--- src/rtl/mem_port_arbiter.sv ---
// mem_port_arbiter: round-robin two-port sequencer for a single-ported fixed-latency memory.
// Rev 1.0
`default_nettype none

module mem_port_arbiter #(
    parameter int AW      = 32,
    parameter int DW      = 32,
    parameter int MEM_LAT = 1
) (
    input  logic          clk,
    input  logic          rst_n,
    input  logic          req0_i,
    input  logic          req1_i,
    input  logic          we0_i,
    input  logic          we1_i,
    input  logic [AW-1:0] addr0_i,
    input  logic [AW-1:0] addr1_i,
    input  logic [DW-1:0] wdata0_i,
    input  logic [DW-1:0] wdata1_i,
    output logic          gnt0_o,
    output logic          gnt1_o,
    output logic          done0_o,
    output logic          done1_o,
    output logic [DW-1:0] rdata0_o,
    output logic [DW-1:0] rdata1_o,
    output logic          mem_en_o,
    output logic          mem_we_o,
    output logic [AW-1:0] mem_addr_o,
    output logic [DW-1:0] mem_wdata_o,
    input  logic [DW-1:0] mem_rdata_i,
    output logic          busy_o
);

    generate
        if (MEM_LAT < 1 || MEM_LAT > 8) begin : g_bad_mem_lat
            $error("mem_port_arbiter: MEM_LAT must be within 1..8");
        end
    endgenerate

    localparam logic [2:0] CNT_INIT = 3'(MEM_LAT - 1);

    typedef enum logic [1:0] {
        S_IDLE  = 2'd0,
        S_ISSUE = 2'd1,
        S_WAIT  = 2'd2,
        S_RESP  = 2'd3
    } state_e;

    state_e        state_q;
    logic [2:0]    cnt_q;
    logic          owner_q;
    logic          we_q;
    logic          rr_last_q;
    logic          gnt0_q;
    logic          gnt1_q;
    logic          done0_q;
    logic          done1_q;
    logic          mem_en_q;
    logic          mem_we_q;
    logic [AW-1:0] mem_addr_q;
    logic [DW-1:0] mem_wdata_q;
    logic [DW-1:0] rdata0_q;
    logic [DW-1:0] rdata1_q;

    // Port 1 wins when alone, or on a tie when port 0 was granted last.
    logic          any_req_d;
    logic          owner_d;
    logic          we_d;
    logic [AW-1:0] addr_d;
    logic [DW-1:0] wdata_d;

    assign any_req_d = req0_i | req1_i;
    assign owner_d   = req1_i & (~req0_i | ~rr_last_q);
    assign we_d      = owner_d ? we1_i    : we0_i;
    assign addr_d    = owner_d ? addr1_i  : addr0_i;
    assign wdata_d   = owner_d ? wdata1_i : wdata0_i;

    always_ff @(posedge clk or negedge rst_n) begin
        if (!rst_n) begin
            state_q     <= S_IDLE;
            cnt_q       <= 3'd0;
            owner_q     <= 1'b0;
            we_q        <= 1'b0;
            rr_last_q   <= 1'b1;
            gnt0_q      <= 1'b0;
            gnt1_q      <= 1'b0;
            done0_q     <= 1'b0;
            done1_q     <= 1'b0;
            mem_en_q    <= 1'b0;
            mem_we_q    <= 1'b0;
            mem_addr_q  <= '0;
            mem_wdata_q <= '0;
            rdata0_q    <= '0;
            rdata1_q    <= '0;
        end else begin
            gnt0_q   <= 1'b0;
            gnt1_q   <= 1'b0;
            done0_q  <= 1'b0;
            done1_q  <= 1'b0;
            mem_en_q <= 1'b0;
            mem_we_q <= 1'b0;
            case (state_q)
                S_IDLE, S_RESP: begin
                    if (any_req_d) begin
                        state_q     <= S_ISSUE;
                        owner_q     <= owner_d;
                        rr_last_q   <= owner_d;
                        we_q        <= we_d;
                        mem_en_q    <= 1'b1;
                        mem_we_q    <= we_d;
                        mem_addr_q  <= addr_d;
                        mem_wdata_q <= wdata_d;
                        gnt0_q      <= ~owner_d;
                        gnt1_q      <= owner_d;
                    end else begin
                        state_q <= S_IDLE;
                    end
                end
                S_ISSUE: begin
                    state_q <= S_WAIT;
                    cnt_q   <= CNT_INIT;
                end
                S_WAIT: begin
                    if (cnt_q != 3'd0) begin
                        cnt_q <= cnt_q - 3'd1;
                    end else begin
                        state_q <= S_RESP;
                        done0_q <= ~owner_q;
                        done1_q <= owner_q;
                        if (!we_q) begin
                            if (owner_q) rdata1_q <= mem_rdata_i;
                            else         rdata0_q <= mem_rdata_i;
                        end
                    end
                end
                default: state_q <= S_IDLE;
            endcase
        end
    end

    assign gnt0_o      = gnt0_q;
    assign gnt1_o      = gnt1_q;
    assign done0_o     = done0_q;
    assign done1_o     = done1_q;
    assign rdata0_o    = rdata0_q;
    assign rdata1_o    = rdata1_q;
    assign mem_en_o    = mem_en_q;
    assign mem_we_o    = mem_we_q;
    assign mem_addr_o  = mem_addr_q;
    assign mem_wdata_o = mem_wdata_q;
    assign busy_o      = (state_q != S_IDLE);

endmodule

`default_nettype wire

--- config.mk ---
export PLATFORM = sky130hd
export DESIGN_NAME = mem_port_arbiter
export DESIGN_NICKNAME = d
export VERILOG_FILES = /design/src/rtl/mem_port_arbiter.sv
export SDC_FILE = /design/constraint.sdc
export NUM_CORES = 1
export LEC_CHECK = 0
export CAP_MARGIN = 10
export CORE_MARGIN = 2
export CORE_UTILIZATION = 30
export DETAILED_ROUTE_END_ITERATION = 8
export HOLD_SLACK_MARGIN = 0.15
export PLACE_DENSITY = 0.75
export SYNTH_ARGS = -nofsm -noshare
export SYNTH_HDL_FRONTEND = slang
export SYNTH_SLANG_ARGS = --single-unit
--- constraint.sdc ---
create_clock -name clk -period 1.9 [get_ports clk]
set_input_delay 0.38 -clock clk [delete_from_list [all_inputs] [get_ports clk]]
set_output_delay 0.38 -clock clk [all_outputs]
set_load 0.05 [all_outputs]
# Yosys cells after proc, flatten, opt, wreduce, memory -nomap -nowiden
# Index checks and enable logic that the tools add are counted.
dict set report totals {
  ff_bits 142
  inputBits 166
  out_inout_bits 135
}
dict set report op_classes {
  add_sub_neg 1
  eq_ne 5
  muxes 20
  bitwise 9
  reduce_logical 9
}
# cell n
set ops {}
lappend ops {{32-bit 2-to-1 mux} 2}
lappend ops {{1-bit 2-to-1 mux} 14}
lappend ops {{4-bit AND reduction} 2}
lappend ops {{1-bit NOT} 6}
lappend ops {{2-bit one-hot mux with 3 select lines} 1}
lappend ops {{3-bit one-hot mux with 2 select lines} 1}
lappend ops {{2-bit == test (second input constant)} 2}
lappend ops {{2-bit inequality test (second input constant)} 2}
lappend ops {{2-bit AND reduction} 2}
lappend ops {{2-bit nonzero test} 2}
lappend ops {{3-bit 2-to-1 mux} 1}
lappend ops {{3-bit nonzero test} 1}
lappend ops {{3-bit by 1-bit subtractor with 3-bit output (second input constant)} 1}
lappend ops {{2-bit by 1-bit == test with 1-bit output (second input constant)} 1}
lappend ops {{2-bit zero test} 1}
lappend ops {{2-bit 2-to-1 mux} 1}
lappend ops {{1-bit bitwise OR} 2}
lappend ops {{2-bit OR reduction} 1}
lappend ops {{1-bit AND} 1}

# Depth between registers and ports, before layout
# Gate-level depths: netlist of run 1.
dict set report depth {
  ltp_word 6
  mapped_depth 8
}

# Least setup slack after synthesis of run 1
# OpenSTA, ideal clock, no wires.
dict set report synth_path {
  kind {flip-flop to flip-flop}
  from {reg cnt_q[0]}
  to {reg rdata0_q[10], in the netlist rdata0_o[10]}
  arrival_ns 1.658
  required_time_ns 1.775
  path_slack_ns 0.117
  stages_incl_launch_ff 8
  synth_period_minus_slack_ns 1.783
  cell_sequence {dfrtp_1 -> inv_1 -> ha_1 -> ha_1 -> nand2_1 -> nor3_4 -> buf_6 -> mux2_2}
}
dict set report synth_between {
  elab_chain_len 3
}
# item line_no
set synth_rtl {}
lappend synth_rtl {{start, declared} 50} ;# logic [2:0] cnt_q;
lappend synth_rtl {{start signal, assigned} 125} ;# cnt_q <= cnt_q - 3'd1;
lappend synth_rtl {{3-bit nonzero test} 124} ;# if (cnt_q != 3'd0) begin
lappend synth_rtl {{1-bit NOT (no source line)} n/a}
lappend synth_rtl {{4-bit AND reduction (no source line)} n/a}
lappend synth_rtl {{end signal, assigned} 132} ;# else rdata0_q <= mem_rdata_i;
lappend synth_rtl {{end, declared} 62} ;# logic [DW-1:0] rdata0_q;
# No other way between the ends.
# A chain may end at the register's enable or synchronous reset.

# Worst setup path after layout of run 1
dict set report layout_path {
  from {reg cnt_q[1]}
  to {reg rdata0_q[10], in the netlist rdata0_o[10]}
}
# Same word-level chain as after synthesis.

==> results of run 1 <==
per-layer routing:
metal | vias to the layer above | wire (microns) | track usage (%)
li1 | 2428 | - | -
met1 | 2629 | 8080 | 22.4
met2 | 239 | 9740 | 30.2
met3 | 25 | 1450 | 5.69
met4 | 0 | 355 | 5.87
met5 | - | 0 | 0
final cells by class:
| type | count | area, sq um |
|---|---|---|
| clock inverters | 14 | 175 |
| clock buffers | 18 | 439 |
| well taps | 265 | 332 |
| repair buffers | 327 | 3190 |
| multi-input cells | 325 | 2270 |
| inverters | 9 | 33.8 |
| fillers | 1802 | 9660 |
| flip-flops and latches | 142 | 3550 |
logic make-up (layout without fill, tap and decap cells):
logic type | count (synthesis) | count (layout) | share of synthesized area (%)
flip-flops | 142 | 142 | 58.7
AND/OR/NAND/NOR | 142 | 142 | 9.94
AO/OA/AOI/OAI | 112 | 112 | 11.7
multiplexers | 65 | 65 | 13.9
buffers and inverters | 48 | 368 | 4.61
adder cells (fa/ha/maj) | 5 | 5 | 1.03
XOR/XNOR | 1 | 1 | 0.145
power by group through the flow:
| stage | Combinational, uW | Clock [uW] | Sequential (uW) |
|---|---|---|---|
| 2_1_floorplan | 3660 | 0 | 10400 |
| 3_3_place_gp | 13200 | 0 | 5430 |
| 3_5_place_dp | 13300 | 0 | 5460 |
| 4_1_cts | 12800 | 3600 | 5430 |
| 5_1_grt | 13600 | 3760 | 5620 |
| 6_report | 12800 | 3500 | 5420 |
synthesized netlist by cell type:
library cell,instances,share of area (%)
nand3_1,31,2.6
xnor2_1,1,0.14
o21bai_2,1,0.19
buf_12,3,0.99
clkbuf_1,13,0.81
and3_4,1,0.19
a21bo_2,1,0.17
dfstp_2,1,0.43
o2bb2ai_1,1,0.14
dfrtp_1,141,58
a32oi_1,31,4.5
a21o_2,1,0.14
o21ai_0,3,0.25
a21boi_1,1,0.12
nand2b_1,2,0.21
nor3_4,1,0.27
buf_4,1,0.12
buf_6,4,0.74
inv_1,9,0.56
buf_1,5,0.31
mux2_2,32,5.9
ha_1,5,1.0
a21oi_1,69,5.7
nor2_1,39,2.4
o31ai_1,2,0.25
buf_2,13,1.1
o211ai_1,1,0.12
mux2i_1,1,0.17
mux2_1,2,0.37
nand2b_2,1,0.14
nand2_1,67,4.2
a31oi_1,1,0.10
mux2_4,30,7.4
what timing repair did:
item                       in CTS  in global routing
cloned                          0                  3
gates resized for setup        68                  9
pin swaps                       0                  1
setup buffers                   0                  2
hold endpoints to repair       40                  0
hold buffers                    1                  0
setup endpoints to repair      68                 44
registers in the layout, summed over array words and instances, names as in the netlist:
signal and count:
mem_addr_o 32, mem_wdata_o 32, rdata0_o 32, rdata1_o 32, cnt_q 3, state_q 2, done0_o 1, done1_o 1
gnt0_o 1, gnt1_o 1, mem_en_o 1, mem_we_o 1, owner_q 1, rr_last_q 1, we_q 1
worst max-delay path, delay by kind of cell, from the launching register on:
kind	cells	cell delay, ps
multiplexers	1	330
flip-flops	1	390
adder cells (fa/ha/maj)	2	290
buffers and inverters	3	430
AND/OR/NAND/NOR	2	300
per-stage QoR:
stage / util, % / area (sq um) / TNS, ps / total power [uW]
after floorplan: - / 6060 / 0 / 14100
after global placement: 47.5 / 9340 / 0 / 18600
after detailed placement: 47.5 / 9340 / 0 / 18800
after CTS: 50.3 / 9880 / 0 / 21800
after global routing: 50.9 / 10000 / -435 / 22900
final: 50.9 / 10000 / 0 / 21800
path summary, 6_finish.rpt:
kind,startpoint,to,cells after the start
setup reg to reg,cnt_q[1]$_DFFE_PN0P_,rdata0_o[10]$_DFFE_PN0P_,8
hold / removal,rst_n,rdata1_o[12]$_DFFE_PN0P_,2
max in group asynchronous,rst_n,rr_last_q$_DFFE_PN1P_,3
setup / recovery,cnt_q[1]$_DFFE_PN0P_,rdata0_o[10]$_DFFE_PN0P_,8
hold reg to reg,rdata0_o[5]$_DFFE_PN0P_,rdata0_o[5]$_DFFE_PN0P_,1
min in group clk,rdata0_o[5]$_DFFE_PN0P_,rdata0_o[5]$_DFFE_PN0P_,1
==> impl_metrics.py, run 1 <==
metrics = {
    "floorplanning": {
        "ios": 301,
        "start_util_pct": 30.8,
        "die_y_microns": 146,
        "die_area_sq_um": 21300,
        "die_w_microns": 146,
        "num_rows": 51,
        "core_area_sq_um": 19700,
    },
    "synth": {
        "ys_seq_area_share_pct": 58.7,
        "syn_nets": 686,
        "ys_warn_count": 0,
        "syn_area_sq_um": 6060,
        "syn_area_per_cell_sq_um": 11.8,
        "netlist_instances": 515,
        "synth_cell_type_count": 33,
        "synth-seq-cells": 142,
    },
    "pwr": {
        "power_density_nw_per_um2": 2180,
        "switchingPower_uw": 10900,
        "p_clk_share_pct": 16.1,
        "seq_power_share_pct": 24.9,
        "p_leak_uw": 0.00458,
        "netSwitchingFraction_pct": 49.9,
        "p_int_uw": 10900,
        "power_frac_comb_pct": 59.0,
        "max-vdd-ir-drop_uv": 999,
    },
    "drt": {
        "dr.pass1.iters": 4,
        "wl_microns": 19600,
        "vias": 5321,
        "vias_per_cell": 4.84,
        "drc": 0,
        "drt_iter0_markers": 167,
        "wl_per_cell_microns": 17.8,
        "antenna_left": 0,
    },
    "min_path": {
        "hp-class": "input pin to asynchronous set/reset pin",
    },
    "worst_setup_path": {
        "endpoint_kind": "flop",
        "crit_chain": "inv_1, ha_4, ha_4, nand2_2, nor3_4, buf_6, clkbuf_16, mux2_2",
        "rrSetupSlack_ps": 40,
        "path_class": "flop to flop",
        "cpPeakStageDelay_ps": 390,
        "cpMostUsedCell": "ha_4",
        "path_max_fanout": 8,
        "critPathLaunchType": "flop",
        "worst_ep_arrival_time_ps": 2160,
        "crit_path_top_delay_cell": "dfrtp_1",
        "cp_data_required_time_ps": 2200,
    },
    "placed_design": {
        "io_buffers": 300,
        "dpl.cell_count": 1062,
        "hpwl_microns": 13500,
        "post-place-ws_ps": 69.0,
        "place_congestion": 0.833,
    },
    "clocking": {
        "cts_made_buffers": 17,
        "cts_tree": "yes",
        "clock-sinks": 142,
        "cts_root_buffer": "clkbuf_16",
        "clkLatencyLatePin_ps": 420,
        "clockBufferDepth": 2,
        "clk_pin_slew_ps": 70,
        "htree_levels": 4,
    },
    "run_status": {
        "outcome": "finished, final reports clean",
    },
    "sta": {
        "final-hold-violation-count": 0,
        "setup_violations": 0,
        "fin_skew_ps": 6.78,
        "worst_pin_slew_ps": 526,
        "timing.final.max_slew_violations": 0,
        "holdWs_ps": 473,
        "maxSlewHeadroom_pct": 65.1,
        "finalCriticalPeriod_ps": 1860,
        "fin_crit_sh_pct": 98.0,
        "fmax_mhz": 537,
        "setup_slack_ps": 37.5,
    },
    "run": {
        "maxCapViolations": 0,
    },
    "finish": {
        "fin_cells": 1100,
        "diodes": 0,
        "mostFrequentLayoutCells": "clkdlybuf4s50_1 (164), dfrtp_1 (141), buf_4 (73)",
        "syn_to_final_growth_pct": 65.1,
        "drive_gt1_share_pct": 24.1,
        "layout.nets": 993,
        "layout_commonest_cell": "clkdlybuf4s50_1",
    },
    "global_routing": {
        "grt_usage_pct": 18.1,
        "grt_max_degree": 46,
        "grt_overflow": 0,
        "grt_antenna_before_repair": 0,
        "grt_pass1_vias": 5524,
        "grt_pass1_wl_microns": 30500,
    },
}
Note: power is estimated with default switching activity, not from simulation.
==> run 2: changes to the inputs <==
Settings changed: TNS_END_PERCENT from default to 5.
==> results of run 2 <==
No change in the layout: final DEF, timing and power equal those of run 1.
